<file path="config.mk">
export PLATFORM = sky130hd
export DESIGN_NAME = note_judge
export DESIGN_NICKNAME = d
export VERILOG_FILES = /design/src/rtl/note_judge.sv
export SDC_FILE = /design/constraint.sdc
export NUM_CORES = 1
export LEC_CHECK = 0
export CAP_MARGIN = 20
export CELL_PAD_IN_SITES_DETAIL_PLACEMENT = 0
export CELL_PAD_IN_SITES_GLOBAL_PLACEMENT = 1
export CORE_ASPECT_RATIO = 0.5
export CORE_MARGIN = 10
export CORE_UTILIZATION = 44
export CTS_CLUSTER_DIAMETER = 40
export DETAILED_ROUTE_END_ITERATION = 6
export PLACE_DENSITY_LB_ADDON = 0.1
export SETUP_SLACK_MARGIN = 0.02
export SYNTH_ARGS = -nofsm -noshare
export SYNTH_HDL_FRONTEND = slang
export SYNTH_SLANG_ARGS = --single-unit
</file>
<file path="constraint.sdc">
create_clock -name CLOCK_50 -period 2.65 [get_ports CLOCK_50]
set_input_delay 0.6625 -clock CLOCK_50 [delete_from_list [all_inputs] [get_ports CLOCK_50]]
set_output_delay 0.6625 -clock CLOCK_50 [all_outputs]
set_load 0.01 [all_outputs]
</file>
<file path="src/rtl/note_judge.sv">
// -----------------------------------------------------------------------------
// note_judge
//
// Judges player strums against the note chart of a rhythm game.
//
// A nonzero beat opens a timing window of WINDOW_CYCLES clock cycles and
// captures the expected chord. During the window:
//   - a strum with the matching frets scores a hit;
//   - a strum with the wrong frets scores a miss;
//   - if no strum arrives before the window runs out, it scores a miss.
// A strum while no window is open scores an overstrum.
// Hits build a streak, and the streak sets a score multiplier.
//
// The player inputs are asynchronous and are synchronised inside this block.
//
// Ports
//   CLOCK_50    in   1  system clock; all flops change on its rising edge
//   resetn      in   1  asynchronous, active-low reset
//   pause       in   1  level; while high, judging state is frozen
//   beat        in   1  one-cycle strobe per eighth note
//   exp_notes   in   5  expected chord, valid in the beat cycle (0 = rest)
//   frets       in   5  raw fret buttons (asynchronous)
//   strum       in   1  raw strum button (asynchronous)
//   hit         out  1  one-cycle pulse: correct chord strummed in the window
//   miss        out  1  one-cycle pulse: wrong chord, or the window ran out
//   overstrum   out  1  one-cycle pulse: strum with no window open
//   score       out 16  accumulated score, saturates at 65535
//   streak      out  8  number of consecutive hits, saturates at 255
//   multiplier  out  3  score multiplier (1..4), derived from the streak
// -----------------------------------------------------------------------------
module note_judge #(
    parameter logic [24:0] WINDOW_CYCLES = 25'd6578947
) (
    input  logic        CLOCK_50,
    input  logic        resetn,
    input  logic        pause,
    input  logic        beat,
    input  logic [4:0]  exp_notes,
    input  logic [4:0]  frets,
    input  logic        strum,
    output logic        hit,
    output logic        miss,
    output logic        overstrum,
    output logic [15:0] score,
    output logic [7:0]  streak,
    output logic [2:0]  multiplier
);

    typedef enum logic {
        IDLE   = 1'b0,
        WINDOW = 1'b1
    } state_t;

    // -------------------------------------------------------------------------
    // Input synchronisers and strum edge detector
    // These keep running during pause. As a result, a strum edge that occurs
    // during pause is simply consumed and is not judged later.
    // -------------------------------------------------------------------------
    logic [4:0] frets_meta_reg;
    logic [4:0] frets_sync_reg;
    logic       strum_meta_reg;
    logic       strum_sync_reg;
    logic       strum_prev_reg;
    logic       strum_edge;

    always_ff @(posedge CLOCK_50 or negedge resetn) begin
        if (!resetn) begin
            frets_meta_reg <= 5'd0;
            frets_sync_reg <= 5'd0;
            strum_meta_reg <= 1'b0;
            strum_sync_reg <= 1'b0;
            strum_prev_reg <= 1'b0;
        end else begin
            frets_meta_reg <= frets;
            frets_sync_reg <= frets_meta_reg;
            strum_meta_reg <= strum;
            strum_sync_reg <= strum_meta_reg;
            strum_prev_reg <= strum_sync_reg;
        end
    end

    assign strum_edge = strum_sync_reg & ~strum_prev_reg;

    // -------------------------------------------------------------------------
    // Judging state
    // -------------------------------------------------------------------------
    state_t      state_reg,     state_next;
    logic [24:0] counter_reg,   counter_next;
    logic [4:0]  note_reg,      note_next;
    logic        hit_reg,       hit_next;
    logic        miss_reg,      miss_next;
    logic        overstrum_reg, overstrum_next;
    logic [15:0] score_reg,     score_next;
    logic [7:0]  streak_reg,    streak_next;

    // Qualified events. While paused, all judging inputs are masked so that
    // nothing in the judging state can change.
    logic        active;
    logic        strum_v;
    logic        open_v;
    logic        expired;
    logic [16:0] score_sum;

    assign active  = ~pause;
    assign strum_v = active & strum_edge;
    assign open_v  = active & beat & (exp_notes != 5'd0);
    assign expired = (counter_reg == 25'd0);

    // State register; it also holds the registered outputs.
    always_ff @(posedge CLOCK_50 or negedge resetn) begin
        if (!resetn) begin
            state_reg     <= IDLE;
            counter_reg   <= 25'd0;
            note_reg      <= 5'd0;
            hit_reg       <= 1'b0;
            miss_reg      <= 1'b0;
            overstrum_reg <= 1'b0;
            score_reg     <= 16'd0;
            streak_reg    <= 8'd0;
        end else begin
            state_reg     <= state_next;
            counter_reg   <= counter_next;
            note_reg      <= note_next;
            hit_reg       <= hit_next;
            miss_reg      <= miss_next;
            overstrum_reg <= overstrum_next;
            score_reg     <= score_next;
            streak_reg    <= streak_next;
        end
    end

    // Next-state logic.
    // A nonzero beat always opens a fresh window, even when it closes the
    // current one in the same cycle. The old note is judged first, by the
    // output logic below.
    always_comb begin
        state_next   = state_reg;
        counter_next = counter_reg;
        note_next    = note_reg;
        if (open_v) begin
            state_next   = WINDOW;
            counter_next = WINDOW_CYCLES - 25'd1;
            note_next    = exp_notes;
        end else if (state_reg == WINDOW && active) begin
            if (strum_v || expired) begin
                state_next   = IDLE;
                counter_next = 25'd0;
            end else begin
                counter_next = counter_reg - 25'd1;
            end
        end
    end

    // Output logic: decide the judgement for the current cycle.
    // The priority order is: strum, then timeout, then a beat that
    // pre-empts the open window. This order guarantees at most one pulse.
    always_comb begin
        hit_next       = 1'b0;
        miss_next      = 1'b0;
        overstrum_next = 1'b0;
        if (state_reg == WINDOW) begin
            if (strum_v) begin
                if (frets_sync_reg == note_reg) begin
                    hit_next = 1'b1;
                end else begin
                    miss_next = 1'b1;
                end
            end else if (active && (expired || open_v)) begin
                miss_next = 1'b1;
            end
        end else if (strum_v) begin
            overstrum_next = 1'b1;
        end
    end

    // Score and streak. The score uses the multiplier in effect before this
    // hit is counted.
    assign score_sum = {1'b0, score_reg} + {14'd0, multiplier};

    always_comb begin
        score_next  = score_reg;
        streak_next = streak_reg;
        if (hit_next) begin
            score_next  = score_sum[16] ? 16'hFFFF : score_sum[15:0];
            streak_next = (streak_reg == 8'hFF) ? 8'hFF : streak_reg + 8'd1;
        end else if (miss_next || overstrum_next) begin
            streak_next = 8'd0;
        end
    end

    // The multiplier rises by one every 8 consecutive hits, up to 4.
    always_comb begin
        if (streak_reg >= 8'd24) begin
            multiplier = 3'd4;
        end else if (streak_reg >= 8'd16) begin
            multiplier = 3'd3;
        end else if (streak_reg >= 8'd8) begin
            multiplier = 3'd2;
        end else begin
            multiplier = 3'd1;
        end
    end

    assign hit       = hit_reg;
    assign miss      = miss_reg;
    assign overstrum = overstrum_reg;
    assign score     = score_reg;
    assign streak    = streak_reg;

endmodule

</file>
==> results_tabular.tex, run 1 <==
\begin{tabular}{lr}
\hline
Metric & Value \\
\hline
\multicolumn{2}{l}{\textbf{Global routing}} \\
Number of antenna violations at the first check in global routing & 0 \\
Total congestion overflow & 0 \\
GRT Overall Usage & 0.1476 \\
Global-route wire length before repair & 15310 um \\
Largest net degree at the start of global routing & 53 \\
Vias in the first global route & 3039 \\
\multicolumn{2}{l}{\textbf{Pwr}} \\
Fraction of power consumed by the clock network & 0.425 \\
Leak pwr & 2.029 nW \\
Switching share of power & 0.2808 \\
Internal Dissipation & 2.217 mW \\
Worst vdd rail ir drop & 313.8 uV \\
Logic pwr share & 0.164 \\
Portion of total power attributed to sequential cells & 0.411 \\
Net load switching power & 865.7 uW \\
Pwr dens & 654.0 nW/um2 \\
\multicolumn{2}{l}{\textbf{Timing}} \\
Worst slew slack as a fraction of its limit & 0.5719 \\
Setup clock skew after layout & 6.609 ps \\
Tcrit/Tclk final & 0.9544 \\
Clock period minus worst slack & 2529 ps \\
Final-layout setup total negative slack & 0 ps \\
Count of pins over their slew limit & 0 \\
Setup slack after layout & 120.9 ps \\
RSZ-0062 raised after global routing & no \\
Max Clock Freq & 395.4 MHz \\
Final hold viol count & 0 \\
Setup violators final & 0 \\
Worst-margin pin slew & 637.2 ps \\
\multicolumn{2}{l}{\textbf{Drt}} \\
Wire length after detailed routing & 9034 um \\
DR WL/cell & 16.52 um \\
Initial DRC Count & 261 \\
Antenna violation net count after detailed routing & 0 \\
Number of vias in the routed layout & 3066 \\
Ratio of routed vias to standard cells & 5.605 \\
DRC Markers & 0 \\
First-pass DRT Iterations & 4 \\
\multicolumn{2}{l}{\textbf{Setup path}} \\
Maximum fanout along the worst path & 9 \\
Crit path required time & 1990 ps \\
Data arrival at the endpoint of the critical path & 1870 ps \\
Startpoint kind of the worst setup timing path & flop \\
Critical Path Start & streak[5]\$\_DFFE\_PN0P\_ \\
Category of the worst setup path capture point & output port \\
Category of the critical setup timing path & reg2out \\
Critical R2R Launch & counter\_reg[10]\$\_DFFE\_PN0P\_ \\
\multicolumn{2}{l}{\textbf{Placement}} \\
Placed wire-length estimate after detailed placement & 6606 um \\
Placer Congestion & 0.8069 \\
DP Cell Count & 531 \\
Setup Slack @ Placement & -4.929 ps \\
Port bufs & 44 \\
\multicolumn{2}{l}{\textbf{Die}} \\
Die H & 84.88 um \\
Total I/O pin count & 45 \\
Die extent in x & 149.7 um \\
Area of the core & 8087 um2 \\
Die footprint & 12710 um2 \\
Row count & 23 \\
Effective utilization at floorplan & 0.4580 \\
\multicolumn{2}{l}{\textbf{Yosys}} \\
Netlist area before placement & 3704 um2 \\
Most used flip-flop cell after synthesis & sky130\_fd\_sc\_hd\_\_dfrtp\_1 \\
Fraction of registers with async set or reset after synthesis & 1.000 \\
Post-Synthesis Mean Instance Area & 10.15 um2 \\
Number of distinct standard cells referenced by the synthesized netlist & 63 \\
Number of synthesized flops with an enable pin & 0 \\
Total number of yosys warnings & 0 \\
Gate Count Post-Synth & 365 \\
Sequential share of the synthesized area & 0.4797 \\
Synthesized Nets & 388 \\
Number of register bits inferred by synthesis & 71 \\
\multicolumn{2}{l}{\textbf{Cells and area}} \\
Final cell count without fillers & 547 \\
Footprint of the multi-input gates & 1828 um2 \\
Area grow syn2layout & 27.26\% \\
Net total in the final layout & 453 \\
ANT cells & 0 \\
Flip-flop count of the largest register after layout & 25 \\
Number of fillers in the final layout & 686 \\
Share of final-layout standard cells stronger than drive strength 1 & 0.1586 \\
Seq. cell area & 1777 um2 \\
\multicolumn{2}{l}{\textbf{CTS}} \\
Clock transition at the registers of the reported paths & 60 ps \\
Post-CTS Setup Repair Bufs & 0 \\
Clock latency on the worst-skew pair & 340 ps \\
Number of buffers between clock root and the deepest sink & 2 \\
H-tree depth & 3 \\
Number of cells upsized or downsized after cts & 0 \\
TritonCTS Sinks & 71 \\
CTS Hold Buffers Added & 0 \\
CTS Buf Count & 9 \\
Clock root cell & sky130\_fd\_sc\_hd\_\_clkbuf\_16 \\
TritonCTS clock tree & yes \\
\multicolumn{2}{l}{\textbf{Flow run}} \\
MaxCap Viol Count & 0 \\
\multicolumn{2}{l}{\textbf{Status}} \\
Result of the run & complete, no violations \\
\multicolumn{2}{l}{\textbf{Min path}} \\
Path type of the worst min-delay path & in2async \\
\hline
\end{tabular}
power by group through the flow:
stage / Combinational, mW / Sequential [mW] / Clock, mW
global route: 0.569 / 1.28 / 1.39
global placement: 0.496 / 1.28 / 0
CTS: 0.507 / 1.27 / 1.34
floorplan: 0.333 / 1.27 / 0
finish: 0.505 / 1.27 / 1.31
detailed placement: 0.504 / 1.28 / 0
layer usage:
layer,up-vias,part of all wire,track usage
met5,-,0,0
met4,0,0.012,0.04386
met3,12,0.059,0.04131
met2,73,0.46,0.2336
met1,1508,0.47,0.1933
li1,1473,-,-
per-stage QoR:
stage                     hold WS (ps)  power [mW]  cell area (um2)    util
after floorplan                  331.2       1.600             3704       -
after global placement           333.3       1.779             4380  0.5417
after detailed placement         335.5       1.788             4380  0.5417
after CTS                        287.5       3.109             4702  0.5815
after global routing             300.2       3.238             4713  0.5829
final                            274.1       3.082             4713  0.5829
synth_stat cells (all sizes together), types with 5 or more instances:
| cell | n | share of area |
|---|---|---|
| nor4 | 13 | 0.032 |
| dfrtp | 71 | 0.48 |
| a31oi | 11 | 0.019 |
| nand2 | 35 | 0.035 |
| buf | 6 | 0.012 |
| xnor2 | 16 | 0.038 |
| or2 | 5 | 0.0084 |
| a221o | 5 | 0.014 |
| and3 | 9 | 0.017 |
| nor3 | 12 | 0.019 |
| clkbuf | 5 | 0.0051 |
| xor2 | 10 | 0.024 |
| nand3 | 19 | 0.030 |
| inv | 9 | 0.0091 |
| nor2 | 34 | 0.036 |
| ha | 7 | 0.024 |
| a21oi | 16 | 0.022 |
| nand4 | 12 | 0.020 |
| o21ai | 13 | 0.023 |
logic make-up (layout without fill, tap and decap cells):
group | count (synthesis) | in the layout | synth area share
XOR/XNOR | 26 | 26 | 0.06148
AO/OA/AOI/OAI | 66 | 66 | 0.1243
buffers and inverters | 21 | 91 | 0.02973
multiplexers | 3 | 3 | 0.008446
adder cells (fa/ha/maj) | 8 | 8 | 0.02905
flip-flops | 71 | 71 | 0.4797
AND/OR/NAND/NOR | 170 | 170 | 0.2672
worst paths after layout:
check	depth (start not counted)	to	slack, ps
max reg2reg	6	counter_reg[22]$_DFFE_PN0P_	340
min	1	counter_reg[21]$_DFFE_PN0P_	270
min in group CLOCK_50	0	frets_sync_reg[2]$_DFF_PN0_	350
min reg2reg	0	frets_sync_reg[2]$_DFF_PN0_	350
max in group asynchronous	2	note_reg[2]$_DFFE_PN0P_	1730
max	3	multiplier[1]	120
layout make-up:
class / count / share of cell area
inverters: 9 / 0.007168
clock inverters: 7 / 0.02044
clock buffers: 9 / 0.04778
flip-flops and latches: 71 / 0.3770
well taps: 112 / 0.02973
multi-input cells: 273 / 0.3878
repair buffers: 66 / 0.1301
placed cells by master, fill, tap and decap left out, drive strengths merged, types with 3 or more instances in the layout:
cell type,n
dfrtp,71
clkdlybuf4s50,43
nand2,35
nor2,34
buf,23
nand3,19
xnor2,16
a21oi,16
o21ai,13
nor4,13
nand4,12
nor3,12
a31oi,11
xor2,10
inv,10
clkbuf,9
and3,9
ha,7
or2,5
a221o,5
nand2b,4
nor2b,4
and2,4
or3,4
nor4b,4
or4,4
clkinv,4
a22o,3
nand4b,3
a31o,3
critical path, stage by stage (launching register included):
cell and delay [ps]:
sky130_fd_sc_hd__dfrtp_1 480, sky130_fd_sc_hd__nor3_2 260, sky130_fd_sc_hd__and2_1 230, sky130_fd_sc_hd__clkdlybuf4s50_1 560
Note: power is estimated with default switching activity, not from simulation.
==> run 2: changes to the inputs <==
--- a/config.mk
+++ b/config.mk
@@ -10,10 +10,11 @@
 export CELL_PAD_IN_SITES_GLOBAL_PLACEMENT = 1
 export CORE_ASPECT_RATIO = 0.5
 export CORE_MARGIN = 10
-export CORE_UTILIZATION = 44
+export CORE_UTILIZATION = 39
 export CTS_CLUSTER_DIAMETER = 40
+export CTS_CLUSTER_SIZE = 12
 export DETAILED_ROUTE_END_ITERATION = 6
-export PLACE_DENSITY_LB_ADDON = 0.1
+export PLACE_DENSITY = 0.82
 export SETUP_SLACK_MARGIN = 0.02
 export SYNTH_ARGS = -nofsm -noshare
 export SYNTH_HDL_FRONTEND = slang
==> constraint.sdc (replaced) <==
create_clock -name CLOCK_50 -period 2.2 [get_ports CLOCK_50]
set_input_delay 0.55 -clock CLOCK_50 [delete_from_list [all_inputs] [get_ports CLOCK_50]]
set_output_delay 0.55 -clock CLOCK_50 [all_outputs]
set_load 0.01 [all_outputs]
==> run 2 against run 1 <==
Against the previous run: register-to-register slack got worse by 310 ps; largest cell class unchanged; largest power group unchanged; worst hold slack got worse by 52 ps; critical path depth increased by 3; global-route usage decreased by 1.4 points; count of clock-buffer cells in the layout increased by 3; highest routed layer unchanged; sequential share of layout area decreased by 3.6 points.
==> results_tabular.tex, run 2 (same netlist as run 1, synthesis figures left out) <==
\begin{tabular}{lr}
\hline
Metric & Value \\
\hline
\multicolumn{2}{l}{\textbf{Pwr}} \\
Logic pwr share & 0.187 \\
Pwr dens & 741.8 nW/um2 \\
Total power after layout & 3.871 mW \\
Fraction of power consumed by the clock network & 0.421 \\
Portion of total power attributed to sequential cells & 0.392 \\
Worst vdd rail ir drop & 393.8 uV \\
Leak pwr & 2.303 nW \\
Internal Dissipation & 2.818 mW \\
Net load switching power & 1.053 mW \\
Switching share of power & 0.2720 \\
\multicolumn{2}{l}{\textbf{Timing}} \\
Max Clock Freq & 461.5 MHz \\
Final-layout setup total negative slack & 0 ps \\
Setup slack after layout & 33.07 ps \\
Worst-margin pin slew & 483.7 ps \\
Setup violators final & 0 \\
Clock period minus worst slack & 2167 ps \\
RSZ-0062 raised after global routing & yes \\
Worst slew slack as a fraction of its limit & 0.6775 \\
Final hold viol count & 0 \\
Tcrit/Tclk final & 0.9850 \\
Count of pins over their slew limit & 0 \\
Setup clock skew after layout & 5.759 ps \\
\multicolumn{2}{l}{\textbf{Drt}} \\
Number of vias in the routed layout & 3158 \\
Initial DRC Count & 139 \\
DRC Markers & 0 \\
DR WL/cell & 15.55 um \\
First-pass DRT Iterations & 4 \\
Antenna violation net count after detailed routing & 0 \\
Ratio of routed vias to standard cells & 5.281 \\
Wire length after detailed routing & 9300 um \\
\multicolumn{2}{l}{\textbf{Die}} \\
Die footprint & 14030 um2 \\
Die extent in x & 157.8 um \\
Row count & 25 \\
Area of the core & 9353 um2 \\
Effective utilization at floorplan & 0.3960 \\
Total I/O pin count & 45 \\
Die H & 88.91 um \\
\multicolumn{2}{l}{\textbf{Placement}} \\
Setup Slack @ Placement & -244.4 ps \\
Port bufs & 44 \\
Placer Congestion & 0.7934 \\
DP Cell Count & 573 \\
Placed wire-length estimate after detailed placement & 6570 um \\
\multicolumn{2}{l}{\textbf{CTS}} \\
TritonCTS Sinks & 71 \\
Clock root cell & sky130\_fd\_sc\_hd\_\_clkbuf\_16 \\
Clock transition at the registers of the reported paths & 60 ps \\
TritonCTS clock tree & yes \\
H-tree depth & 3 \\
Number of buffers between clock root and the deepest sink & 2 \\
Clock latency on the worst-skew pair & 330 ps \\
CTS Buf Count & 9 \\
\multicolumn{2}{l}{\textbf{Setup path}} \\
Data arrival at the endpoint of the critical path & 2370 ps \\
Critical path's largest stage delay & 560 ps \\
Gate family responsible for the most delay along the worst path & simple AND/OR/NAND/NOR gates \\
Crit path required time & 2410 ps \\
Cell with the biggest individual delay on the critical path & sky130\_fd\_sc\_hd\_\_or4\_4 \\
Category of the worst setup path capture point & flop \\
Category of the critical setup timing path & reg2reg \\
Worst path bufs/invs & 1 \\
Maximum fanout along the worst path & 5 \\
Startpoint kind of the worst setup timing path & flop \\
Cell-by-cell listing of the critical path & or4\_4 > nor3\_4 > buf\_6 > nand3\_4 > a31o\_1 > a221o\_1 \\
\multicolumn{2}{l}{\textbf{Cells and area}} \\
Final cell count without fillers & 598 \\
Leading cell types in the layout, fill and taps excluded & sky130\_fd\_sc\_hd\_\_dfrtp\_1, sky130\_fd\_sc\_hd\_\_buf\_4, sky130\_fd\_sc\_hd\_\_clkdlybuf4s50\_1 \\
Net total in the final layout & 495 \\
Flip-flop count of the largest register after layout & 25 \\
Share of final-layout standard cells stronger than drive strength 1 & 0.2725 \\
Area grow syn2layout & 40.91\% \\
Final core occ & 0.5580 \\
ANT cells & 0 \\
Most common cell after layout, fill and taps aside & sky130\_fd\_sc\_hd\_\_dfrtp\_1 \\
\multicolumn{2}{l}{\textbf{Min path}} \\
Path type of the worst min-delay path & in2async \\
\multicolumn{2}{l}{\textbf{Global routing}} \\
Total congestion overflow & 0 \\
Global-route wire length before repair & 15090 um \\
Number of antenna violations at the first check in global routing & 0 \\
Vias in the first global route & 3149 \\
Largest net degree at the start of global routing & 72 \\
GRT Overall Usage & 0.1335 \\
\multicolumn{2}{l}{\textbf{Flow run}} \\
MaxCap Viol Count & 0 \\
\multicolumn{2}{l}{\textbf{Status}} \\
Result of the run & complete, no violations \\
\hline
\end{tabular}
## run 2: cell count changes in the layout (fill, tap and decap cells not counted), sizes merged, moves of 2 or more
cell,change
clkinv,-3
buf,+42
clkbuf,+3
dlygate4sd2,+2
clkdlybuf4s50,-3
## run 2: power groups by stage
stage | registers, mW | clock network, mW | logic, mW
after floorplan | 1.53 | 0 | 0.403
after global placement | 1.53 | 0 | 0.663
after detailed placement | 1.54 | 0 | 0.680
after CTS | 1.52 | 1.66 | 0.684
after global routing | 1.53 | 1.72 | 0.800
final | 1.52 | 1.63 | 0.724
## run 2: worst paths after layout
path | startpoint | to | slack [ps] | depth (start not counted)
worst min-delay path | resetn | score[11]$_DFFE_PN0P_ | 220 | 2
worst max register to register | counter_reg[8]$_DFFE_PN0P_ | counter_reg[22]$_DFFE_PN0P_ | 30 | 6
min in group CLOCK_50 | frets_meta_reg[3]$_DFF_PN0_ | frets_sync_reg[3]$_DFF_PN0_ | 350 | 0
worst min register to register | frets_meta_reg[3]$_DFF_PN0_ | frets_sync_reg[3]$_DFF_PN0_ | 350 | 0
max in group asynchronous | resetn | streak[6]$_DFFE_PN0P_ | 1630 | 2
worst max-delay path | counter_reg[8]$_DFFE_PN0P_ | counter_reg[22]$_DFFE_PN0P_ | 30 | 6
## run 2: repair_timing
item,in CTS,in global routing
endpoints found under the setup margin,3,42
pin swaps,0,13
gates resized for setup,5,25
gates cloned,0,1
setup buffers,2,7
hold buffers,0,0
## run 2: final cells by class
type | instances | area, um2
clock buffer | 12 | 266.5
tap | 121 | 151.4
inverter | 9 | 33.78
multi-input combinational | 273 | 1956
clock inverter | 4 | 76.32
timing repair buffer | 108 | 957.2
fill | 820 | 4134
sequential | 71 | 1778
## run 2: per-stage QoR
step	instance area [um2]	hold WS (ps)
floorplan	3734	254.4
global placement	4681	332.6
detailed placement	4681	336.3
CTS	5045	246.0
global route	5219	271.7
finish	5219	222.4
## run 2: per-layer routing
layer  global-route usage  vias to the layer above  part of all wire
met5                    0                        -                 0
met3              0.03170                        7             0.039
li1                     -                     1552                 -
met4              0.04047                        0             0.011
met2               0.2309                       40              0.49
met1               0.1635                     1559              0.46
